[config.mk]
export PLATFORM = sky130hd
export DESIGN_NAME = neander_mem_rdm
export DESIGN_NICKNAME = d
export VERILOG_FILES = /design/src/rtl/neander_pkg.sv /design/src/rtl/neander_ram256x8.sv /design/src/rtl/neander_mem_rdm.sv
export SDC_FILE = /design/constraint.sdc
export NUM_CORES = 2
export LEC_CHECK = 0
export ABC_AREA = 1
export CORE_AREA = 2 2 441 443
export DETAILED_ROUTE_END_ITERATION = 12
export DIE_AREA = 0 0 443 445
export GPL_ROUTABILITY_DRIVEN = 0
export PLACE_DENSITY = 0.61
export SYNTH_ARGS = -nofsm -noshare
export SYNTH_HDL_FRONTEND = slang
export SYNTH_HIERARCHICAL = 1
export SYNTH_SLANG_ARGS = --single-unit
[constraint.sdc]
create_clock -name clock -period 5.2 [get_ports clock]
set_input_delay 0.78 -clock clock [delete_from_list [all_inputs] [get_ports clock]]
set_output_delay 0.78 -clock clock [all_outputs]
set_load 0.1 [all_outputs]
[src/rtl/neander_pkg.sv]
// rtl/neander_pkg.sv - shared types and sizes for the Neander memory/RDM block
// NEANDER_MEM_PARITY_EN widens each stored word by one even-parity bit.
package neander_pkg;

    localparam int ADDR_W    = 8;
    localparam int DATA_W    = 8;
    localparam int MEM_DEPTH = 256;

`ifdef NEANDER_MEM_PARITY_EN
    localparam int WORD_W = DATA_W + 1;
`else
    localparam int WORD_W = DATA_W;
`endif

    typedef enum logic [1:0] {
        IDLE = 2'd0,
        WAIT = 2'd1,
        DONE = 2'd2
    } state_t;

    function automatic logic even_par(input logic [DATA_W-1:0] d);
        return ^d;
    endfunction

endpackage

[src/rtl/neander_ram256x8.sv]
// rtl/neander_ram256x8.sv - 256-word storage, synchronous write, asynchronous read
// NEANDER_MEM_PARITY_EN adds a stored parity bit and a read-side mismatch flag.
module neander_ram256x8
    import neander_pkg::*;
(
    input  logic              clock,
    input  logic              i_we,
    input  logic [ADDR_W-1:0] i_addr,
    input  logic [DATA_W-1:0] i_wdata,
`ifdef NEANDER_MEM_PARITY_EN
    output logic              o_par_err,
`endif
    output logic [DATA_W-1:0] o_rdata
);

    // No reset on purpose: contents survive a controller reset.
    logic [WORD_W-1:0] r_mem [MEM_DEPTH];
    logic [WORD_W-1:0] w_word_rd;

`ifdef NEANDER_MEM_PARITY_EN
    logic [WORD_W-1:0] w_word_wr;
    assign w_word_wr = {even_par(i_wdata), i_wdata};
    assign o_par_err = w_word_rd[DATA_W] != even_par(w_word_rd[DATA_W-1:0]);
`else
    logic [WORD_W-1:0] w_word_wr;
    assign w_word_wr = i_wdata;
`endif

    always_ff @(posedge clock) begin
        if (i_we) begin
            r_mem[i_addr] <= w_word_wr;
        end
    end

    assign w_word_rd = r_mem[i_addr];
    assign o_rdata   = w_word_rd[DATA_W-1:0];

endmodule

[src/rtl/neander_mem_rdm.sv]
// rtl/neander_mem_rdm.sv - Neander memory access FSM with wait states and RDM register
// NEANDER_MEM_PARITY_EN adds the perr output driven by the parity-protected storage.
module neander_mem_rdm
    import neander_pkg::*;
#(
    parameter int WAIT_CYCLES = 1
) (
    input  logic              clock,
    input  logic              reset,
    input  logic [ADDR_W-1:0] EndMem,
    input  logic              req_rd,
    input  logic              req_wr,
    input  logic [DATA_W-1:0] dataIn,
    output logic [DATA_W-1:0] RDM,
    output logic              ready,
`ifdef NEANDER_MEM_PARITY_EN
    output logic              perr,
`endif
    output logic              busy
);

    localparam logic [2:0] CNT_LAST = (WAIT_CYCLES > 0) ? 3'(WAIT_CYCLES - 1) : 3'd0;

    state_t            r_state;
    state_t            w_next;
    logic [2:0]        r_cnt;
    logic [ADDR_W-1:0] r_addr;
    logic [DATA_W-1:0] r_data;
    logic              r_is_wr;
    logic              w_accept;
    logic              w_we;
    logic [DATA_W-1:0] w_rdata;

    assign w_accept = (r_state == IDLE) && (req_rd || req_wr);
    // Reset wins over the DONE edge so an aborted write never lands.
    assign w_we     = (r_state == DONE) && r_is_wr && !reset;
    assign busy     = (r_state != IDLE);

    always_ff @(posedge clock) begin
        if (reset) begin
            r_state <= IDLE;
        end else begin
            r_state <= w_next;
        end
    end

    always_comb begin
        w_next = r_state;
        case (r_state)
            IDLE: begin
                if (w_accept) begin
                    w_next = (WAIT_CYCLES == 0) ? DONE : WAIT;
                end
            end
            WAIT: begin
                if (r_cnt == CNT_LAST) begin
                    w_next = DONE;
                end
            end
            DONE:    w_next = IDLE;
            default: w_next = IDLE;
        endcase
    end

    always_ff @(posedge clock) begin
        if (reset) begin
            r_cnt <= 3'd0;
        end else if ((r_state == WAIT) && (w_next == WAIT)) begin
            r_cnt <= r_cnt + 3'd1;
        end else begin
            r_cnt <= 3'd0;
        end
    end

    // A simultaneous read/write request is treated as a write.
    always_ff @(posedge clock) begin
        if (reset) begin
            r_addr  <= '0;
            r_data  <= '0;
            r_is_wr <= 1'b0;
        end else if (w_accept) begin
            r_addr  <= EndMem;
            r_data  <= dataIn;
            r_is_wr <= req_wr;
        end
    end

    always_ff @(posedge clock) begin
        if (reset) begin
            RDM   <= '0;
            ready <= 1'b0;
        end else begin
            ready <= (r_state == DONE);
            if (r_state == DONE) begin
                RDM <= r_is_wr ? r_data : w_rdata;
            end
        end
    end

`ifdef NEANDER_MEM_PARITY_EN
    logic w_par_err;

    always_ff @(posedge clock) begin
        if (reset || w_accept) begin
            perr <= 1'b0;
        end else if ((r_state == DONE) && !r_is_wr) begin
            perr <= w_par_err;
        end
    end

    neander_ram256x8 u_ram (
        .clock     (clock),
        .i_we      (w_we),
        .i_addr    (r_addr),
        .i_wdata   (r_data),
        .o_par_err (w_par_err),
        .o_rdata   (w_rdata)
    );
`else
    neander_ram256x8 u_ram (
        .clock   (clock),
        .i_we    (w_we),
        .i_addr  (r_addr),
        .i_wdata (r_data),
        .o_rdata (w_rdata)
    );
`endif

endmodule

Yosys cells after proc, flatten, opt, wreduce, memory -nomap -nowiden
Memories as Yosys holds them, arrays and structs flattened. A register that Yosys moved wholly into a read port is not among the register bits.
Index checks and enable logic that the tools add are counted.
Widths: inputs -> output; s select.
{"block": "word_totals", "ff_bits": 23, "ramBits": 2048, "in_bits": 20, "output_inout_bits": 10, "wordCells": 27, "memories": 1}
{"block": "classes", "addsub": 1, "eq_ne": 3, "muxes": 5, "bitwise": 1, "n_reduce_logical": 10}
{"memory": "u_ram.r_mem", "words": 256, "word_bits": 8, "read_ports": 1, "rd_ports_with_merged_regs": 1, "wr": 1, "line": "neander_ram256x8.sv:17", "rtl": "logic [WORD_W-1:0] r_mem [MEM_DEPTH];"}
{"cell": "$eq 2x1->1 const B", "n": 2}
{"cell": "$logic_and 1x1->1", "n": 4}
{"cell": "$mux 2", "n": 2}
{"cell": "$pmux 2 s2", "n": 1}
{"cell": "$add 3x1->3 const B", "n": 1}
{"cell": "$logic_not 3->1", "n": 1}
{"cell": "$eq 2x2->1 const B", "n": 1}
{"cell": "$logic_not 2->1", "n": 1}
{"cell": "$mux 1", "n": 2}
{"cell": "$reduce_bool 2->1", "n": 1}
{"cell": "$reduce_or 2->1", "n": 1}
{"cell": "$logic_not 1->1", "n": 1}
{"cell": "$logic_or 1x1->1", "n": 1}
{"cell": "$not 1->1", "n": 1}

Longest topological paths before layout
{"block": "logic_depth", "ltp_word": 8, "depth_mapped": 19, "depth_no_buf": 17}

By module
Netlist, hierarchy kept.
{"mod": "neander_ram256x8", "n_inst": 1, "cells_each": 8013, "area_each_um2": 84696.2, "seq_area_each_um2": 61499.0}
{"mod": "neander_mem_rdm", "n_inst": 1, "cells_each": 174, "area_each_um2": 1280.0, "seq_area_each_um2": 620.6}

Least setup slack after synthesis
OpenSTA, ideal clock, no wires.
{"block": "synth_path", "path_kind": "register to register", "start": "register r_data[0]", "end": "memory u_ram/r_mem[0][0] (netlist bit) (data pin)", "setup_ns": 0.859, "arrival_ns": 3.413, "t_required_ns": 4.341, "slack_ns": 0.928, "stages_incl_launch_ff": 1, "path_buffers": 0, "period_less_slack_ns": 4.272, "cell_sequence": "dfxtp_1"}
{"item": "start, declared", "line": "neander_mem_rdm.sv:28", "rtl": "logic [DATA_W-1:0] r_data;"}
{"item": "start signal, assigned", "line": "neander_mem_rdm.sv:83", "rtl": "r_data <= dataIn;"}
{"item": "end, declared", "line": "neander_ram256x8.sv:17"}
No word-level cell before the write port.

==> out/results.txt <==
Crit Path Category = reg -> reg
Primary FF master, synth = edfxtp_1
# clock sinks = 2,079
WP data arrival = 4.65 ns
Post-Syn Area = 86,000 sq um
Slew HR = 0.224
CTS root buf = clkbuf_16
Final setup violation count = 0
Synth top area cells = edfxtp_1 (72%), nand2_1 (21%), nor2_1 (1.7%), nand3_1 (1.2%), buf_2 (1.1%)
CTS tree = done
Core ar. = 192,000 sq um
Worst hold start = r_cnt[0]
Synth Area in Adders = 0.000291
Die width = 443 microns
Critical Path Fanout Max = 63
Pre-antenna DRT Iters = 6
Fraction of layout cells with a size suffix above 1 = 0.0493
Ys async rst share = 0
Post-route ant nets = 0
Slew Viols, Final = 0
Initial cell density of the core = 0.448
Hold Path Class = reg -> reg
Maxcap violations = 0
GRT overflow = 0
Initial antenna violation count = 2
Port Buffers = 29
Post-synthesis simple-gate area fraction = 0.240
H-Tree Depth = 4
WL final = 229,000 microns
Via count = 56.7k
Multi-input gate area = 21,800 sq um
Vias in the first global route = 54.6k
Count leader, synth = nand2_1
Post-route clock period utilization = 0.752
RSZ-0062 raised after global routing = false
Overall routing resource usage = 0.229
Largest family of logic cells by synthesized area = simple AND/OR/NAND/NOR gates
Number of synthesized flops with an enable pin = 2,048
Synth Net Count = 8,209
DR DRC count = 0
Max IR drop VDD = 0.000337 V
Die H = 445 microns
First-pass GRT wire length = 340,000 microns
Hold EP = r_cnt[0]
Post-CTS Resized = 0
Startpoint Class = register
Detailed Route Iter0 Violations = 5,840
Finished Core Util = 0.496
Clock Path Buffers = 3
Worst Setup End Kind = register
Final clock skew = 0.0430 ns
Most frequent cells after synthesis = nand2_1 (4,807), edfxtp_1 (2,048), nor2_1 (391), nand3_1 (205), buf_2 (185)
R2r endpoint = RDM[1]
Fmax = 0.256 GHz
Post-synth top area share = 0.715
Register area = 62,200 sq um
Yosys cell types = 24
Detailed-route vias per instance = 5.25
I/O pins = 30
Synth warn = 6
Cell taking the most area after synthesis = edfxtp_1
Mux contribution to synthesized area = 0
# fillers = 17.1k
CTS clock-pin slew for the worst setup and hold paths = 0.06 ns
Cts bufs inserted = 206
Outcome = finished clean
Leakage = 37.1 nW
Largest net degree at the start of global routing = 201
Setup tns final = 0 ns
Area share of xor/xnor cells in the synthesized design = 0.000102
Post-synthesis sequential area ratio = 0.723
Post-synthesis register bit count = 2,079
Site row count = 161
Gate Count Post-Synth = 8,187
Final Hold Vio Count = 0
Area delta synth->final = 10.8%
Final net count = 8,117
Hold buffer count at cts = 0
Power Density = 378 nW/um^2
Die area = 197,000 sq um
Req. time, crit path = 5.93 ns
R2R depth = 15
Synthesized area per cell = 10.5 sq um
Actual slew at the worst max-slew pin = 1.16 ns
Reg-to-reg slack, setup = 1.29 ns
Hold depth = 1
DR WL/cell = 21.2 microns
Synth Area in Compound Gates = 0.0127
Setup bufs post-CTS = 0
Tmin final = 3.91 ns
Critical R2R Launch = r_addr[1]
Dpl hpwl = 129,000 microns
Clock Latency Late Sink = 0.84 ns
where the power goes:
group	internal, mW	leakage, nW	switching, mW
Sequential	18.6	18.6	0.122
Clock	8.10	3.14	6.27
Combinational	0.675	15.4	2.31
routing by layer:
layer	up-vias	wire, microns	GRT usage
met5	-	0	0
met4	0	7880	0.0818
met3	370	17800	0.0416
met2	2115	107000	0.370
met1	27500	96300	0.311
li1	26700	-	-
layout by cell type, fill, tap and decap left out, drive strengths merged:
| cell | instances |
|---|---|
| a21oi | 49 |
| buf | 96 |
| bufinv | 16 |
| clkbuf | 256 |
| clkdlybuf4s50 | 29 |
| clkinv | 87 |
| clkinvlp | 8 |
| dfxtp | 31 |
| diode | 4 |
| edfxtp | 2048 |
| ha | 2 |
| inv | 62 |
| nand2 | 4810 |
| nand3 | 205 |
| nor2 | 393 |
| nor4 | 1 |
| o21ai | 169 |
| xnor2 | 1 |
how the worst max path moves through the flow:
stage | from | endpoint | slack, ns
after global routing | r_addr[1] | RDM[1] | 1.16
after floorplan | r_data[0] | u_ram/r_mem[0][0] | 0.93
after global placement | reset | u_ram/r_mem[17][2] | 0.93
after CTS | r_addr[1] | RDM[1] | 1.42
after detailed placement | reset | u_ram/r_mem[17][2] | 0.91
final | r_addr[1] | RDM[1] | 1.29
per-stage QoR:
step	cells	hold WS, ns	setup slack [ns]	area (sq um)	power [mW]
floorplan	8187	0.417	0.928	86000	20.9
global placement	10400	0.425	0.927	88700	22.0
detailed placement	10400	0.448	0.912	88700	22.0
CTS	10800	0.460	1.42	95200	36.3
global route	10800	0.485	1.16	95200	37.2
finish	10800	0.456	1.29	95200	36.0
flip-flops by register name, indices dropped and copies added, names as in the netlist:
register,count
u_ram/r_mem,2048
r_addr,8
RDM,8
r_state,2
r_cnt,3
r_data,8
ready,1
r_is_wr,1
critical path, cell delays in order, from the launching register on:
cell and delay [ns]:
dfxtp_4 0.41, buf_4 0.55, buf_4 0.73, a21oi_1 0.07, o21ai_0 0.35, nand2_1 0.09, o21ai_1 0.27, nand2_1 0.28
nor2_1 0.16, nor2_1 0.05, nor2_1 0.36, nand2_1 0.11, inv_1 0.07, nor2_1 0.04, nor2_1 0.11, nor2_1 0.05
kinds of logic (layout without fill, tap and decap cells):
kind of cell / after synthesis / after routing
buffers and inverters: 478 / 554
AO/OA/AOI/OAI: 218 / 218
AND/OR/NAND/NOR: 5409 / 5409
XOR/XNOR: 1 / 1
adder cells (fa/ha/maj): 2 / 2
flip-flops: 2079 / 2079
other: 0 / 4
cell type report:
type                            instances  area share
Clock inverter                        120      0.0120
Timing Repair Buffer                  125      0.0148
Tap cell                             2526      0.0332
Inverter                               53     0.00244
Antenna cell                            4    0.000105
Multi-Input combinational cell       5630       0.229
Sequential cell                      2079       0.653
Clock buffer                          256      0.0561
No activity file was read; power rests on OpenSTA's default activity.
